### src/rtl/com8250_pkg.sv
// Shared 8250 register map constants and the RISC-V side register selector
// used by the COM-port transmit bridge.
package com8250_pkg;

  localparam logic [2:0] OFF_THR = 3'd0;
  localparam logic [2:0] OFF_IER = 3'd1;
  localparam logic [2:0] OFF_IIR = 3'd2;
  localparam logic [2:0] OFF_LCR = 3'd3;
  localparam logic [2:0] OFF_MCR = 3'd4;
  localparam logic [2:0] OFF_LSR = 3'd5;
  localparam logic [2:0] OFF_MSR = 3'd6;
  localparam logic [2:0] OFF_SCR = 3'd7;

  localparam int LSR_THRE  = 5;
  localparam int LSR_TEMT  = 6;
  localparam int LCR_DLAB  = 7;
  localparam int IER_ETBEI = 1;
  localparam int MCR_OUT2  = 3;

  localparam logic [7:0] IIR_NONE = 8'hC1;
  localparam logic [7:0] IIR_THRE = 8'hC2;
  localparam logic [7:0] MSR_IDLE = 8'hB0;
  localparam logic [7:0] DLL_RST  = 8'h0C;

  typedef enum logic [1:0] {
    R_DATA   = 2'd0,
    R_STATUS = 2'd1,
    R_BASE   = 2'd2,
    R_NONE   = 2'd3
  } r_reg_e;

  function automatic logic [7:0] lsr_value(input logic temt, input logic thre);
    lsr_value = '0;
    lsr_value[LSR_TEMT] = temt;
    lsr_value[LSR_THRE] = thre;
  endfunction

endpackage

### src/rtl/byte_fifo.sv
// Synchronous byte FIFO with flush; push when full and pop when empty are
// no-ops, and a push that meets a full FIFO is dropped even alongside a pop.
module byte_fifo #(
  parameter int DEPTH_LOG2 = 4
) (
  input  logic                  clk,
  input  logic                  rst_n,
  input  logic                  flush,
  input  logic                  push,
  input  logic                  pop,
  input  logic [7:0]            din,
  output logic [7:0]            dout,
  output logic [DEPTH_LOG2:0]   count,
  output logic                  full,
  output logic                  empty
);

  localparam int DEPTH = 1 << DEPTH_LOG2;
  localparam logic [DEPTH_LOG2:0]   FULL_CNT = {1'b1, {DEPTH_LOG2{1'b0}}};
  localparam logic [DEPTH_LOG2:0]   CNT_ONE  = 1;
  localparam logic [DEPTH_LOG2-1:0] PTR_ONE  = 1;

  logic [DEPTH_LOG2-1:0] wp_q, wp_d, rp_q, rp_d;
  logic [DEPTH_LOG2:0]   count_q, count_d;
  logic [7:0]            mem_q [DEPTH];
  logic                  do_push, do_pop;

  assign full    = (count_q == FULL_CNT);
  assign empty   = (count_q == '0);
  assign count   = count_q;
  assign dout    = mem_q[rp_q];
  assign do_push = push & ~full;
  assign do_pop  = pop & ~empty;

  always_comb begin
    wp_d    = wp_q;
    rp_d    = rp_q;
    count_d = count_q;
    if (flush) begin
      wp_d    = '0;
      rp_d    = '0;
      count_d = '0;
    end else begin
      if (do_push) wp_d = wp_q + PTR_ONE;
      if (do_pop)  rp_d = rp_q + PTR_ONE;
      case ({do_push, do_pop})
        2'b10:   count_d = count_q + CNT_ONE;
        2'b01:   count_d = count_q - CNT_ONE;
        default: count_d = count_q;
      endcase
    end
  end

  always_ff @(posedge clk or negedge rst_n) begin
    if (!rst_n) begin
      wp_q    <= '0;
      rp_q    <= '0;
      count_q <= '0;
    end else begin
      wp_q    <= wp_d;
      rp_q    <= rp_d;
      count_q <= count_d;
    end
  end

  always_ff @(posedge clk) begin
    if (do_push && !flush) mem_q[wp_q] <= din;
  end

endmodule

### src/rtl/serial_tx_bridge.sv
// Emulated 8250 transmit side: x86 CPU writes THR bytes into a FIFO that
// RISC-V firmware drains over the r_* peripheral bus.
module serial_tx_bridge
  import com8250_pkg::*;
#(
  parameter logic [11:0] BASE       = 12'h3F8,
  parameter int          DEPTH_LOG2 = 4
) (
  input  logic        clk,
  input  logic        reset_n,
  input  logic [9:0]  r_addr,
  input  logic [31:0] r_din,
  output logic [31:0] r_dout,
  input  logic [3:0]  r_lane,
  input  logic        r_wr,
  input  logic        r_valid,
  output logic        r_ready,
  input  logic [11:0] port,
  output logic [7:0]  dout,
  input  logic [7:0]  din,
  input  logic        cpu_iordin,
  output logic        cpu_iordout,
  input  logic        cpu_iowrin,
  output logic        cpu_iowrout,
  output logic        irq4
);

  localparam logic [DEPTH_LOG2:0] CNT_ONE = 1;

  logic        cpu_iordout_q, cpu_iordout_d, cpu_iowrout_q, cpu_iowrout_d;
  logic        r_ready_q, r_ready_d;
  logic [31:0] r_dout_q, r_dout_d;
  logic [7:0]  dll_q, dll_d, dlm_q, dlm_d, lcr_q, lcr_d, scr_q, scr_d;
  logic [3:0]  ier_q, ier_d;
  logic [4:0]  mcr_q, mcr_d;
  logic        thre_q, thre_d, overrun_q, overrun_d, irq4_q, irq4_d;
  logic        thre_set, thre_clr;

  logic        hit, cpu_rd, cpu_wr, dlab, thr_wr;
  logic [2:0]  off;
  logic        r_req, rv_pop, status_rd, flush;
  r_reg_e      r_sel;

  logic [7:0]            fifo_dout;
  logic [DEPTH_LOG2:0]   fifo_count;
  logic                  fifo_full, fifo_empty;
  logic                  unused_ok;

  assign unused_ok = ^{r_lane, r_addr[9:4], r_addr[1:0], r_din[31:1]};

  assign hit    = (port[11:3] == BASE[11:3]);
  assign off    = port[2:0];
  assign cpu_rd = (cpu_iordin ^ cpu_iordout_q) & hit;
  assign cpu_wr = (cpu_iowrin ^ cpu_iowrout_q) & hit;
  assign dlab   = lcr_q[LCR_DLAB];
  assign thr_wr = cpu_wr & (off == OFF_THR) & ~dlab;

  // RISC-V bus: a request is r_valid while r_ready is low; it is acted on in
  // that cycle and acknowledged with r_ready (and r_dout) for exactly one cycle.
  assign r_sel     = r_reg_e'(r_addr[3:2]);
  assign r_req     = r_valid & ~r_ready_q;
  assign rv_pop    = r_req & ~r_wr & (r_sel == R_DATA);
  assign status_rd = r_req & ~r_wr & (r_sel == R_STATUS);
  assign flush     = r_req & r_wr & (r_sel == R_STATUS) & r_din[0];

  byte_fifo #(.DEPTH_LOG2(DEPTH_LOG2)) u_fifo (
    .clk   (clk),
    .rst_n (reset_n),
    .flush (flush),
    .push  (thr_wr),
    .pop   (rv_pop),
    .din   (din),
    .dout  (fifo_dout),
    .count (fifo_count),
    .full  (fifo_full),
    .empty (fifo_empty)
  );

  always_comb begin
    dll_d    = dll_q;
    dlm_d    = dlm_q;
    lcr_d    = lcr_q;
    scr_d    = scr_q;
    ier_d    = ier_q;
    mcr_d    = mcr_q;
    thre_set = 1'b0;
    if (cpu_wr) begin
      case (off)
        OFF_THR: if (dlab) dll_d = din;
        OFF_IER: begin
          if (dlab) begin
            dlm_d = din;
          end else begin
            ier_d = din[3:0];
            if (!ier_q[IER_ETBEI] && din[IER_ETBEI] && !fifo_full) thre_set = 1'b1;
          end
        end
        OFF_LCR: lcr_d = din;
        OFF_MCR: mcr_d = din[4:0];
        OFF_SCR: scr_d = din;
        default: ;
      endcase
    end
    // A lone pop of the last byte empties the FIFO; a same-cycle push keeps it occupied.
    if (flush || (rv_pop && fifo_count == CNT_ONE && !(thr_wr && !fifo_full)))
      thre_set = 1'b1;
    thre_clr  = thr_wr | (cpu_rd & (off == OFF_IIR));
    thre_d    = (thre_q | thre_set) & ~thre_clr;
    overrun_d = (overrun_q & ~status_rd) | (thr_wr & fifo_full);
    irq4_d    = ier_q[IER_ETBEI] & mcr_q[MCR_OUT2] & thre_q;
    cpu_iordout_d = cpu_iordin;
    cpu_iowrout_d = cpu_iowrin;
    r_ready_d     = r_req;
  end

  always_comb begin
    r_dout_d = '0;
    if (r_req && !r_wr) begin
      case (r_sel)
        R_DATA:   if (!fifo_empty) r_dout_d = {1'b1, 15'd0, 8'(fifo_count), fifo_dout};
        R_STATUS: r_dout_d = {29'd0, overrun_q, fifo_empty, fifo_full};
        R_BASE:   r_dout_d = {20'd0, BASE};
        default:  r_dout_d = '0;
      endcase
    end
  end

  always_comb begin
    dout = '0;
    case (off)
      OFF_THR: dout = dlab ? dll_q : 8'h00;
      OFF_IER: dout = dlab ? dlm_q : {4'b0, ier_q};
      OFF_IIR: dout = thre_q ? IIR_THRE : IIR_NONE;
      OFF_LCR: dout = lcr_q;
      OFF_MCR: dout = {3'b0, mcr_q};
      OFF_LSR: dout = lsr_value(fifo_empty, ~fifo_full);
      OFF_MSR: dout = MSR_IDLE;
      OFF_SCR: dout = scr_q;
      default: dout = '0;
    endcase
  end

  always_ff @(posedge clk or negedge reset_n) begin
    if (!reset_n) begin
      cpu_iordout_q <= 1'b0;
      cpu_iowrout_q <= 1'b0;
      r_ready_q     <= 1'b0;
      r_dout_q      <= '0;
      dll_q         <= DLL_RST;
      dlm_q         <= '0;
      lcr_q         <= '0;
      scr_q         <= '0;
      ier_q         <= '0;
      mcr_q         <= '0;
      thre_q        <= 1'b0;
      overrun_q     <= 1'b0;
      irq4_q        <= 1'b0;
    end else begin
      cpu_iordout_q <= cpu_iordout_d;
      cpu_iowrout_q <= cpu_iowrout_d;
      r_ready_q     <= r_ready_d;
      r_dout_q      <= r_dout_d;
      dll_q         <= dll_d;
      dlm_q         <= dlm_d;
      lcr_q         <= lcr_d;
      scr_q         <= scr_d;
      ier_q         <= ier_d;
      mcr_q         <= mcr_d;
      thre_q        <= thre_d;
      overrun_q     <= overrun_d;
      irq4_q        <= irq4_d;
    end
  end

  assign cpu_iordout = cpu_iordout_q;
  assign cpu_iowrout = cpu_iowrout_q;
  assign r_ready     = r_ready_q;
  assign r_dout      = r_dout_q;
  assign irq4        = irq4_q;

endmodule

### config.mk
export PLATFORM = sky130hd
export DESIGN_NAME = serial_tx_bridge
export DESIGN_NICKNAME = d
export VERILOG_FILES = /design/src/rtl/com8250_pkg.sv /design/src/rtl/byte_fifo.sv /design/src/rtl/serial_tx_bridge.sv
export SDC_FILE = /design/constraint.sdc
export NUM_CORES = 1
export LEC_CHECK = 0
export CELL_PAD_IN_SITES_DETAIL_PLACEMENT = 1
export CELL_PAD_IN_SITES_GLOBAL_PLACEMENT = 2
export CORE_ASPECT_RATIO = 2
export CORE_MARGIN = 1
export CORE_UTILIZATION = 40
export DETAILED_ROUTE_END_ITERATION = 6
export PLACE_DENSITY = 0.89
export SLEW_MARGIN = 30
export SYNTH_ARGS = -nofsm -noshare
export SYNTH_HDL_FRONTEND = slang
export SYNTH_SLANG_ARGS = --single-unit
### constraint.sdc
create_clock -name clk -period 4 [get_ports clk]
set_input_delay 1.2 -clock clk [delete_from_list [all_inputs] [get_ports clk]]
set_output_delay 1.2 -clock clk [all_outputs]
set_load 0.03 [all_outputs]
==> metrics.md, run 1 <==
| Metric | Value |
|---|---|
| Num CTS Buffers | `18` |
| Largest net degree at the start of global routing | `75` |
| Global-route wire length before repair | `34370 µm` |
| Most common library cell in the layout ignoring fill and taps | `edfxtp_1` |
| Fmax | `0.2602 GHz` |
| Fin nets | `731` |
| Fill cell count | `2199` |
| Global placement routability congestion | `0.8131` |
| Unique masters post-synth | `59` |
| Die Width | `106.4 µm` |
| Asr flop ratio synth | `0.3663` |
| CP most frequent cell | `buf_4` |
| Hold Vio Cnt, Final | `0` |
| Tmin final | `3.843 ns` |
| Initial Utilization | `0.4056` |
| IO Pins | `116` |
| Total track usage | `0.2058` |
| CP Capture Type | `output pin` |
| Die height | `210.8 µm` |
| Clock sink total | `202` |
| Die ar. | `22420 µm²` |
| Area Growth Syn to Fin | `17.96%` |
| Synthesized netlist cell count | `561` |
| DRT antenna net count | `0` |
| Number of synthesized flops with an enable pin | `128` |
| Vias in the first global route | `5902` |
| Initial antenna violation count | `0` |
| Area taken by multi-input logic gates | `2778 µm²` |
| DRT Wirelength | `22100 µm` |
| Most area-consuming cells after synthesis | `edfxtp_1 (44%), dfrtp_1 (21%), mux4_2 (8.3%)` |
| Most common flop cell mapped by yosys | `edfxtp_1` |
| Drt first pass iters | `4` |
| Pin slew with the least headroom to its limit | `0.9964 ns` |
| Crit path cell chain | `dlygate4sd2_1, clkinv_2, buf_4, mux2i_1, o21ai_0, a221o_1, buf_4` |
| Worst-path clk slew | `0.06 ns` |
| Crit share post-route | `0.9607` |
| Clk_skew | `0.02519 ns` |
| Post-place setup slack | `-0.1918 ns` |
| CP max stage delay | `0.35 ns` |
| CP Max Fanout | `6` |
| Worst EP arrival | `2.64 ns` |
| Placement Cell Area | `9726 µm²` |
| Final Cell Area | `10280 µm²` |
| Maxcap violations | `0` |
| Clk buf depth | `3` |
| N_diodes | `0` |
| Hold-fix buffers, CTS | `0` |
| Flops & latches, synth | `202` |
| Register Area | `5699 µm²` |
| Hold Path Class | `flop to flop` |
| Max_slew headroom | `0.3337` |
| # port buffers | `54` |
| CTS tree | `built` |
| Placement Rows | `76` |
| Global route total overflow | `0` |
| Yosys top cell area share | `0.4409` |
| Critical path's top delay family | `buffers and inverters` |
| Worst IR Drop VDD | `364.6 µV` |
| Pwr/cell area | `481.1 nW/µm²` |
| DP HPWL | `15700 µm` |
| Synth area leader | `edfxtp_1` |
| Average wire per standard cell | `23.66 µm` |
| LEAKAGE | `3.900 nW` |
| Netlist Area Pre-Place | `8717 µm²` |
| Final setup fails | `0` |
| Syn avg cell area | `15.54 µm²` |
| Clk_lat worst skew | `0.50 ns` |
| Outcome | `finished clean` |
| Yosys warning total | `0` |
| Startpoint Class | `input port` |
| Seq/Total Area, Yosys | `0.6537` |
| Post-route setup slack | `0.1573 ns` |
| Via count | `5207` |
| Setup TNS | `0 ns` |
| First-iteration detailed-routing DRC count | `272` |
| Root buf cell | `clkbuf_16` |
| WS Path Type | `input port to output pin` |
| Worst path slowest cell | `a221o_1` |
| Commonest cells after routing, fill and taps aside | `edfxtp_1 (128), dfrtp_1 (71), buf_4 (47), clkdlybuf4s50_1 (42), mux2_2 (41)` |
| # DRC | `0` |
| RSZ-0062 raised after global routing | `false` |
| H-tree depth | `1` |
| Drt via density | `5.575` |
| CP bufs+invs | `4` |
| Total core area | `21490 µm²` |
| Max-slew violation count | `0` |
| Layout cells sized above 1 | `0.2632` |
| Crit path required time | `2.80 ns` |
[where the power goes]
part / switching, mW / internal, mW
clock network: 0.760 / 0.903
registers: 0.118 / 2.27
logic: 0.460 / 0.431
total: 1.34 / 3.61
[path summary, 6_finish.rpt]
check | start | endpoint | slack [ns] | cells past startpoint
worst max-delay path | port[0] | dout[0] | 0.16 | 7
worst min-delay path | dll_q[4] | dll_q[4] | 0.50 | 1
worst max register to register | u_fifo.count[0] | u_fifo.mem_q[0][2] | 1.41 | 8
worst min register to register | dll_q[4] | dll_q[4] | 0.50 | 1
max in group asynchronous | reset_n | u_fifo.rp_q[0] | 2.74 | 1
min in group asynchronous | reset_n | u_fifo.count[3] | 0.74 | 1
[stage by stage]
stage                     total power, mW  hold slack (ns)  std cells    util
after global placement              3.280           0.4809        903  0.4526
after CTS                           4.995           0.5047        934  0.4783
after global routing                5.133           0.5234        934  0.4785
after detailed placement            3.327           0.4897        903  0.4526
final                               4.947           0.5033        934  0.4785
after floorplan                     3.048           0.4663        578       -
[cell usage after synthesis (4+ instances only)]
library cell / count
inv_1: 13
nor2_1: 23
a22oi_1: 14
ha_1: 9
a22o_1: 10
nand4_1: 5
nand2b_1: 4
clkbuf_1: 16
or3_1: 4
dfrtp_1: 72
or2_2: 5
edfxtp_1: 128
xnor2_1: 6
and3_1: 4
o21ai_0: 12
nor2b_1: 4
buf_4: 19
nor4_1: 15
mux4_2: 32
mux2_2: 41
and2_1: 6
a221o_1: 7
nand3_1: 13
a21oi_1: 20
buf_2: 4
nand2_1: 24
[flip-flops by register name, summed over array words and instances, names as in the netlist, 5 cells and up]
| register | count |
|---|---|
| dll_q | 8 |
| u_fifo.count | 5 |
| lcr_q | 8 |
| dlm_q | 8 |
| mcr_q | 5 |
| scr_q | 8 |
| u_fifo.mem_q | 128 |
| r_dout | 14 |
[cell type report]
class,instances,area share
tap,273,0.03322
clock buffer,24,0.04600
timing repair buffer,96,0.08384
inverter,15,0.005597
multi-input combinational,317,0.2701
clock inverter,7,0.006936
sequential,202,0.5543
[logic make-up after synthesis]
| family | synth area share |
|---|---|
| DFF | 0.6537 |
| xor gates and xnor gates | 0.009043 |
| and+or+nand+nor | 0.08942 |
| AOI/OAI and AO/OA | 0.05957 |
| muxes | 0.1391 |
| buffers and inverters | 0.03588 |
| adders and majority gates | 0.01292 |
| other | 0.0004302 |
[timing repair]
item | in CTS | in global routing
resized for setup | 7 | 0
setup endpoints to repair | 7 | 0
buffers inserted | 0 | 0
[metal layers]
| layer | vias up | global-route usage | share of wire |
|---|---|---|---|
| met4 | 0 | 0.1260 | 0.062 |
| li1 | 2305 | - | - |
| met1 | 2703 | 0.2131 | 0.34 |
| met5 | - | 0 | 0 |
| met2 | 133 | 0.3880 | 0.58 |
| met3 | 66 | 0.02314 | 0.025 |
(Power assumes the default switching activity.)
==> run 2, diff against run 1 <==
--- a/config.mk
+++ b/config.mk
@@ -5,6 +5,7 @@
 export SDC_FILE = /design/constraint.sdc
 export NUM_CORES = 1
 export LEC_CHECK = 0
+export CAP_MARGIN = 20
 export CELL_PAD_IN_SITES_DETAIL_PLACEMENT = 1
 export CELL_PAD_IN_SITES_GLOBAL_PLACEMENT = 2
 export CORE_ASPECT_RATIO = 2
==> results of run 2 <==
Final layout, timing and power as in run 1 (identical DEF).
